File: src/rtl/mgt_01_nonrestoring_divider.sv
// -----------------------------------------------------------------------------
// mgt_01_nonrestoring_divider
//
// Purpose:
//   Multi-cycle unsigned integer divider. Two radix-2 non-restoring steps
//   are chained in each DIVIDE cycle, so the divider retires 2 quotient bits
//   per cycle. A single RESTORE cycle then corrects a negative partial
//   remainder. A zero divisor skips the iteration and returns the RISC-V
//   result: quotient = all ones, remainder = dividend.
//
// Optional feature:
//   Define MGT01_DIV_STICKY_EN to add sticky_o. This output is the OR of the
//   final remainder bits, or the OR of the dividend bits for a divide by zero.
//
// Ports:
//   clk_i            system clock
//   rst_n_i          asynchronous active-low reset
//   clk_en_i         clock enable; low freezes every register
//   start_i          request a division (sampled only in IDLE)
//   dividend_i       unsigned dividend, XLEN bits
//   divisor_i        unsigned divisor, XLEN bits
//   quotient_o       unsigned quotient
//   remainder_o      unsigned remainder
//   divide_by_zero_o latched divisor was zero (qualified by valid_o)
//   sticky_o         |remainder (only with MGT01_DIV_STICKY_EN)
//   busy_o           FSM not in IDLE
//   valid_o          one-cycle result strobe
// -----------------------------------------------------------------------------
module mgt_01_nonrestoring_divider #(
    parameter int XLEN = 32,
    parameter int ITER = XLEN / 2
) (
    input  logic            clk_i,
    input  logic            rst_n_i,
    input  logic            clk_en_i,
    input  logic            start_i,
    input  logic [XLEN-1:0] dividend_i,
    input  logic [XLEN-1:0] divisor_i,
    output logic [XLEN-1:0] quotient_o,
    output logic [XLEN-1:0] remainder_o,
    output logic            divide_by_zero_o,
`ifdef MGT01_DIV_STICKY_EN
    output logic            sticky_o,
`endif
    output logic            busy_o,
    output logic            valid_o
);

    localparam int CW = (ITER > 1) ? $clog2(ITER) : 1;
    localparam logic [CW-1:0] LAST_CNT = CW'(ITER - 1);

    typedef enum logic [1:0] {
        S_IDLE    = 2'd0,
        S_DIVIDE  = 2'd1,
        S_RESTORE = 2'd2,
        S_VALID   = 2'd3
    } state_t;

    state_t          r_state;
    state_t          w_state_next;
    logic [CW-1:0]   r_cnt;
    logic [XLEN:0]   r_p;      // signed partial remainder (two's complement)
    logic [XLEN-1:0] r_q;
    logic [XLEN:0]   r_d;      // zero-extended divisor
    logic            r_dbz;
`ifdef MGT01_DIV_STICKY_EN
    logic            r_sticky;
`endif

    // -------------------------------------------------------------------------
    // Two chained non-restoring steps. Element 0 is the registered state and
    // element 2 is the value after both steps.
    // All arithmetic is XLEN+1 bits wide. The shifted value can exceed that
    // range. The result of the add/subtract always lies in [-D, D), and
    // modular wrap-around leaves that result exact.
    // -------------------------------------------------------------------------
    logic [XLEN:0]   w_p_chain [0:2];
    logic [XLEN-1:0] w_q_chain [0:2];

    assign w_p_chain[0] = r_p;
    assign w_q_chain[0] = r_q;

    genvar gi;
    generate
        for (gi = 0; gi < 2; gi++) begin : g_step
            logic [XLEN:0] w_p_shift;
            assign w_p_shift = {w_p_chain[gi][XLEN-1:0], w_q_chain[gi][XLEN-1]};
            // The add/subtract choice follows the sign of P before the shift.
            assign w_p_chain[gi+1] = w_p_chain[gi][XLEN] ? (w_p_shift + r_d)
                                                         : (w_p_shift - r_d);
            assign w_q_chain[gi+1] = {w_q_chain[gi][XLEN-2:0], ~w_p_chain[gi+1][XLEN]};
        end
    endgenerate

    // Final correction: a negative remainder gets the divisor added back once.
    logic [XLEN:0] w_p_fix;
    assign w_p_fix = r_p[XLEN] ? (r_p + r_d) : r_p;

    // -------------------------------------------------------------------------
    // FSM: state register
    // -------------------------------------------------------------------------
    always_ff @(posedge clk_i or negedge rst_n_i) begin
        if (!rst_n_i) begin
            r_state <= S_IDLE;
        end else if (clk_en_i) begin
            r_state <= w_state_next;
        end
    end

    // -------------------------------------------------------------------------
    // FSM: next-state logic
    // -------------------------------------------------------------------------
    always_comb begin
        w_state_next = r_state;
        case (r_state)
            S_IDLE: begin
                if (start_i) begin
                    w_state_next = (divisor_i == '0) ? S_VALID : S_DIVIDE;
                end
            end
            S_DIVIDE: begin
                if (r_cnt == LAST_CNT) begin
                    w_state_next = S_RESTORE;
                end
            end
            S_RESTORE: w_state_next = S_VALID;
            S_VALID:   w_state_next = S_IDLE;
            default:   w_state_next = S_IDLE;
        endcase
    end

    // -------------------------------------------------------------------------
    // FSM: outputs
    // -------------------------------------------------------------------------
    always_comb begin
        busy_o  = 1'b0;
        valid_o = 1'b0;
        case (r_state)
            S_IDLE:  busy_o = 1'b0;
            S_VALID: begin
                busy_o  = 1'b1;
                valid_o = 1'b1;
            end
            default: busy_o = 1'b1;
        endcase
    end

    // -------------------------------------------------------------------------
    // Datapath registers
    // -------------------------------------------------------------------------
    always_ff @(posedge clk_i or negedge rst_n_i) begin
        if (!rst_n_i) begin
            r_cnt    <= '0;
            r_p      <= '0;
            r_q      <= '0;
            r_d      <= '0;
            r_dbz    <= 1'b0;
`ifdef MGT01_DIV_STICKY_EN
            r_sticky <= 1'b0;
`endif
        end else if (clk_en_i) begin
            case (r_state)
                S_IDLE: begin
                    if (start_i) begin
                        r_cnt <= '0;
                        r_d   <= {1'b0, divisor_i};
                        if (divisor_i == '0) begin
                            r_dbz    <= 1'b1;
                            r_q      <= '1;
                            r_p      <= {1'b0, dividend_i};
`ifdef MGT01_DIV_STICKY_EN
                            r_sticky <= |dividend_i;
`endif
                        end else begin
                            r_dbz    <= 1'b0;
                            r_q      <= dividend_i;
                            r_p      <= '0;
`ifdef MGT01_DIV_STICKY_EN
                            r_sticky <= 1'b0;
`endif
                        end
                    end
                end
                S_DIVIDE: begin
                    r_p   <= w_p_chain[2];
                    r_q   <= w_q_chain[2];
                    r_cnt <= r_cnt + 1'b1;
                end
                S_RESTORE: begin
                    r_p      <= w_p_fix;
`ifdef MGT01_DIV_STICKY_EN
                    r_sticky <= |w_p_fix[XLEN-1:0];
`endif
                end
                default: begin
                end
            endcase
        end
    end

    assign quotient_o       = r_q;
    assign remainder_o      = r_p[XLEN-1:0];
    assign divide_by_zero_o = r_dbz;
`ifdef MGT01_DIV_STICKY_EN
    assign sticky_o         = r_sticky;
`endif

endmodule

File: config.mk
export PLATFORM = sky130hd
export DESIGN_NAME = mgt_01_nonrestoring_divider
export DESIGN_NICKNAME = d
export VERILOG_FILES = /design/src/rtl/mgt_01_nonrestoring_divider.sv
export SDC_FILE = /design/constraint.sdc
export NUM_CORES = 1
export LEC_CHECK = 0
export CORE_MARGIN = 2
export CORE_UTILIZATION = 35
export DETAILED_ROUTE_END_ITERATION = 10
export GPL_TIMING_DRIVEN = 0
export HOLD_SLACK_MARGIN = 0.15
export PLACE_DENSITY = 0.64
export REMOVE_ABC_BUFFERS = 1
export SETUP_SLACK_MARGIN = 0.1
export SYNTH_ARGS = -nofsm -noshare
export SYNTH_HDL_FRONTEND = slang
export SYNTH_SLANG_ARGS = --single-unit
export TNS_END_PERCENT = 10
File: constraint.sdc
create_clock -name clk_i -period 7.9 [get_ports clk_i]
set_input_delay 1.185 -clock clk_i [delete_from_list [all_inputs] [get_ports clk_i]]
set_output_delay 1.185 -clock clk_i [all_outputs]
set_load 0.005 [all_outputs]
==> results by group <==
Timing
  – Post-layout min period: 7.56 ns
  – Final setup violation count: 0
  – RSZ-0062 raised after global routing: true
  – Min Hold Slack: 0.511 ns
  – Fin. max-slew vios: 0
  – Slew @ Worst Pin: 1.03 ns
  – Hold Violations, Final: 0
  – Tcrit/Tclk final: 95.6%
  – Fmax: 132 MHz
  – Final WS setup: 0.344 ns
  – Rel. slew slack: 31.3%
  – Clk_skew: 0.0131 ns

Worst setup path
  – CP endpoint kind: flop
  – Most used cell, CP: xor2_1
  – Crit Path Class: flop to flop
  – Worst R2R Path Depth: 35
  – Worst r2r dst: r_p[25]
  – Reg2reg start: r_d[1]
  – Slack of the worst reg-to-reg path: 0.34 ns
  – Max FO, Critical Path: 6
  – WP data arrival: 7.80 ns
  – Slowest CP cell: or4_4
  – Worst EP required: 8.15 ns
  – CP peak stage delay: 0.55 ns
  – Startpoint Class: flop

Synthesis
  – Post-Syn Area per Cell: 7.99 um2
  – Synth top area cells: dfrtp_1 (24%), ha_1 (12%), xnor2_1 (5.9%)
  – Synth area leader: dfrtp_1
  – FF+latch count, synth: 104
  – Seq/Total Area, Yosys: 23.7%
  – Share of flip-flops with an asynchronous set or reset: 100%
  – Post-synth EDFFs: 0
  – Top FF cell, synth: dfrtp_1
  – Post-synth top area share: 23.7%
  – YS warnings: 0
  – Top cells by count, synth: nand2_1 (140), o21ai_0 (126), a21oi_1 (123), nor2_1 (111), dfrtp_1 (104)
  – Syn Std Cell Area: 11000 um2
  – Cells after Synth: 1374
  – Most frequent cell after synthesis: nand2_1
  – Distinct cell type count after synthesis: 81

Cells and area
  – Fin nets: 1647
  – Layout cell share with drive strength beyond 1: 11.9%
  – Fillers: 3069
  – Finished Layout Cells: 1875
  – Fin area: 13500 um2
  – Diodes inserted: 0
  – Layout area overhead: 22.8%

Detailed routing
  – Drt via density: 5.72
  – Wirelength, routed: 37.6 mm
  – Routed len/inst: 20.0 um
  – Pre-antenna DRT Iters: 5
  – Initial DRC Count: 980
  – Remaining DRCs: 0
  – Post-route ant nets: 0
  – Via Count: 10717

CTS
  – Clk Latency, worst-skew pair: 0.37 ns
  – Clk sinks: 104
  – Clk slew on worst S/H paths: 0.08 ns
  – Root Driver: clkbuf_16
  – CTS buffer count: 9
  – Clock Tree Buf Depth: 2
  – Number of H-tree levels: 3
  – Hold Buf Count CTS: 0
  – CTS tree: yes

Floorplan
  – Die X-Extent: 181 um
  – IO Pins: 135
  – Core area: 30700 um2
  – Starting density of the core: 35.7%
  – Die height: 181 um
  – Site Rows: 64
  – Die area: 32800 um2

Global route
  – Grt ovf: 0
  – First-pass GRT wire length: 59.0 mm
  – Vias in the first global route: 10323
  – Global Route Usage Sum: 22.6%
  – Largest net degree at the start of global routing: 67
  – Initial antenna violation count: 0

Worst hold path
  – WHS Path Cells: 2
  – Hold Path Class: flop to flop
  – Worst Hold Launch: quotient_o[24]
  – Hold Path Sink: quotient_o[24]

Flow run
  – Max_cap viols: 0

Place
  – Placed cell area: 12600 um2
  – Placed Instances: 1824
  – Dpl hpwl: 27.9 mm
  – Port Buffer Count: 134
  – Placer Congestion: 0.909
  – Place WS: -1.07 ns

Run status
  – Outcome: complete, no violations
==> per-layer routing <==
layer | track usage, % | part of all wire (%) | vias up
met4 | 5.76 | 2.0 | 0
met3 | 2.74 | 5.7 | 45
li1 | - | - | 5110
met1 | 32.0 | 47 | 5196
met5 | 0 | 0 | -
met2 | 36.7 | 46 | 366
==> worst max-delay path by stage <==
stage / start / endpoint / slack [ns] / cells past startpoint
after floorplan: r_d[1] / quotient_o[0] / 0.45 / 33
after global placement: r_d[1] / quotient_o[0] / -1.48 / 33
after detailed placement: r_d[1] / r_p[31] / -1.07 / 33
after CTS: r_d[1] / quotient_o[0] / 0.12 / 34
after global routing: r_d[1] / quotient_o[0] / -0.004 / 33
final: r_d[1] / r_p[25] / 0.34 / 35
==> final cells by class <==
cell class                 count  area [um2]  share of cell area (%)
clock buffer                  11         243                    1.80
tap                          396         495                    3.68
inverter                      38         143                    1.06
sequential                   104        2610                    19.3
multi-input combinational   1143        8080                    59.9
timing repair buffer         178        1830                    13.5
clock inverter                 5        86.3                   0.640
==> state kept, by name, summed over array words and instances, names as in the netlist <==
signal	flops
r_p	33
divide_by_zero_o	1
r_d	32
r_cnt	4
quotient_o	32
r_state	2
==> critical path: cells and delay by family (launching register included) <==
kind	cells	cell delay, ns
AO/OA/AOI/OAI	13	2.21
XOR/XNOR	4	0.73
adder cells (fa/ha/maj)	2	0.62
buffers and inverters	3	0.46
flip-flops	1	0.44
multiplexers	1	0.17
AND/OR/NAND/NOR	12	2.78
==> metrics by stage <==
stage,TNS [ns],util (%)
after global routing,-0.00408,43.8
after CTS,0,42.9
after floorplan,0,-
after detailed placement,-12.28,40.9
after global placement,-26.88,40.1
final,0,43.8
==> cell families after synthesis <==
kind of cell	share of synthesized area, %
fa+ha+maj	12.2
xor+xnor	11.9
compound gates	24.2
flops	23.7
simple gates	18.7
buf+inv	5.55
mux	3.75
==> cells in the final DEF (no fill, tap or decap), types with 7 or more instances in the layout <==
master	netlist	final
o21a_1	9	9
nor2_1	111	107
ha_2	0	8
o22ai_1	8	8
a21oi_1	123	117
a21oi_2	2	7
inv_1	38	37
mux2_2	33	33
nand2_1	140	138
dfrtp_1	104	101
clkbuf_16	0	9
or3_1	41	37
a21o_1	45	45
a211oi_1	15	14
o21ai_0	126	120
buf_4	34	32
xor2_1	71	70
nor4_1	11	10
clkdlybuf4s50_1	0	133
nand2b_1	14	13
a31oi_1	9	7
a221oi_1	13	10
o21bai_1	21	21
ha_1	102	94
nand3_1	25	23
nor3_1	34	29
xnor2_1	74	74
and3_1	9	9
==> repair_timing <==
| action | CTS | global route |
|---|---|---|
| setup endpoints to repair | 26 | 21 |
| gates resized for setup | 27 | 39 |
| setup buffers | 19 | 16 |
| endpoints found under the hold margin | 0 | 0 |
| pin swaps | 15 | 24 |
Power is not shown: default switching activity piles up to over one toggle a cycle in this logic, so the estimate is an artifact.
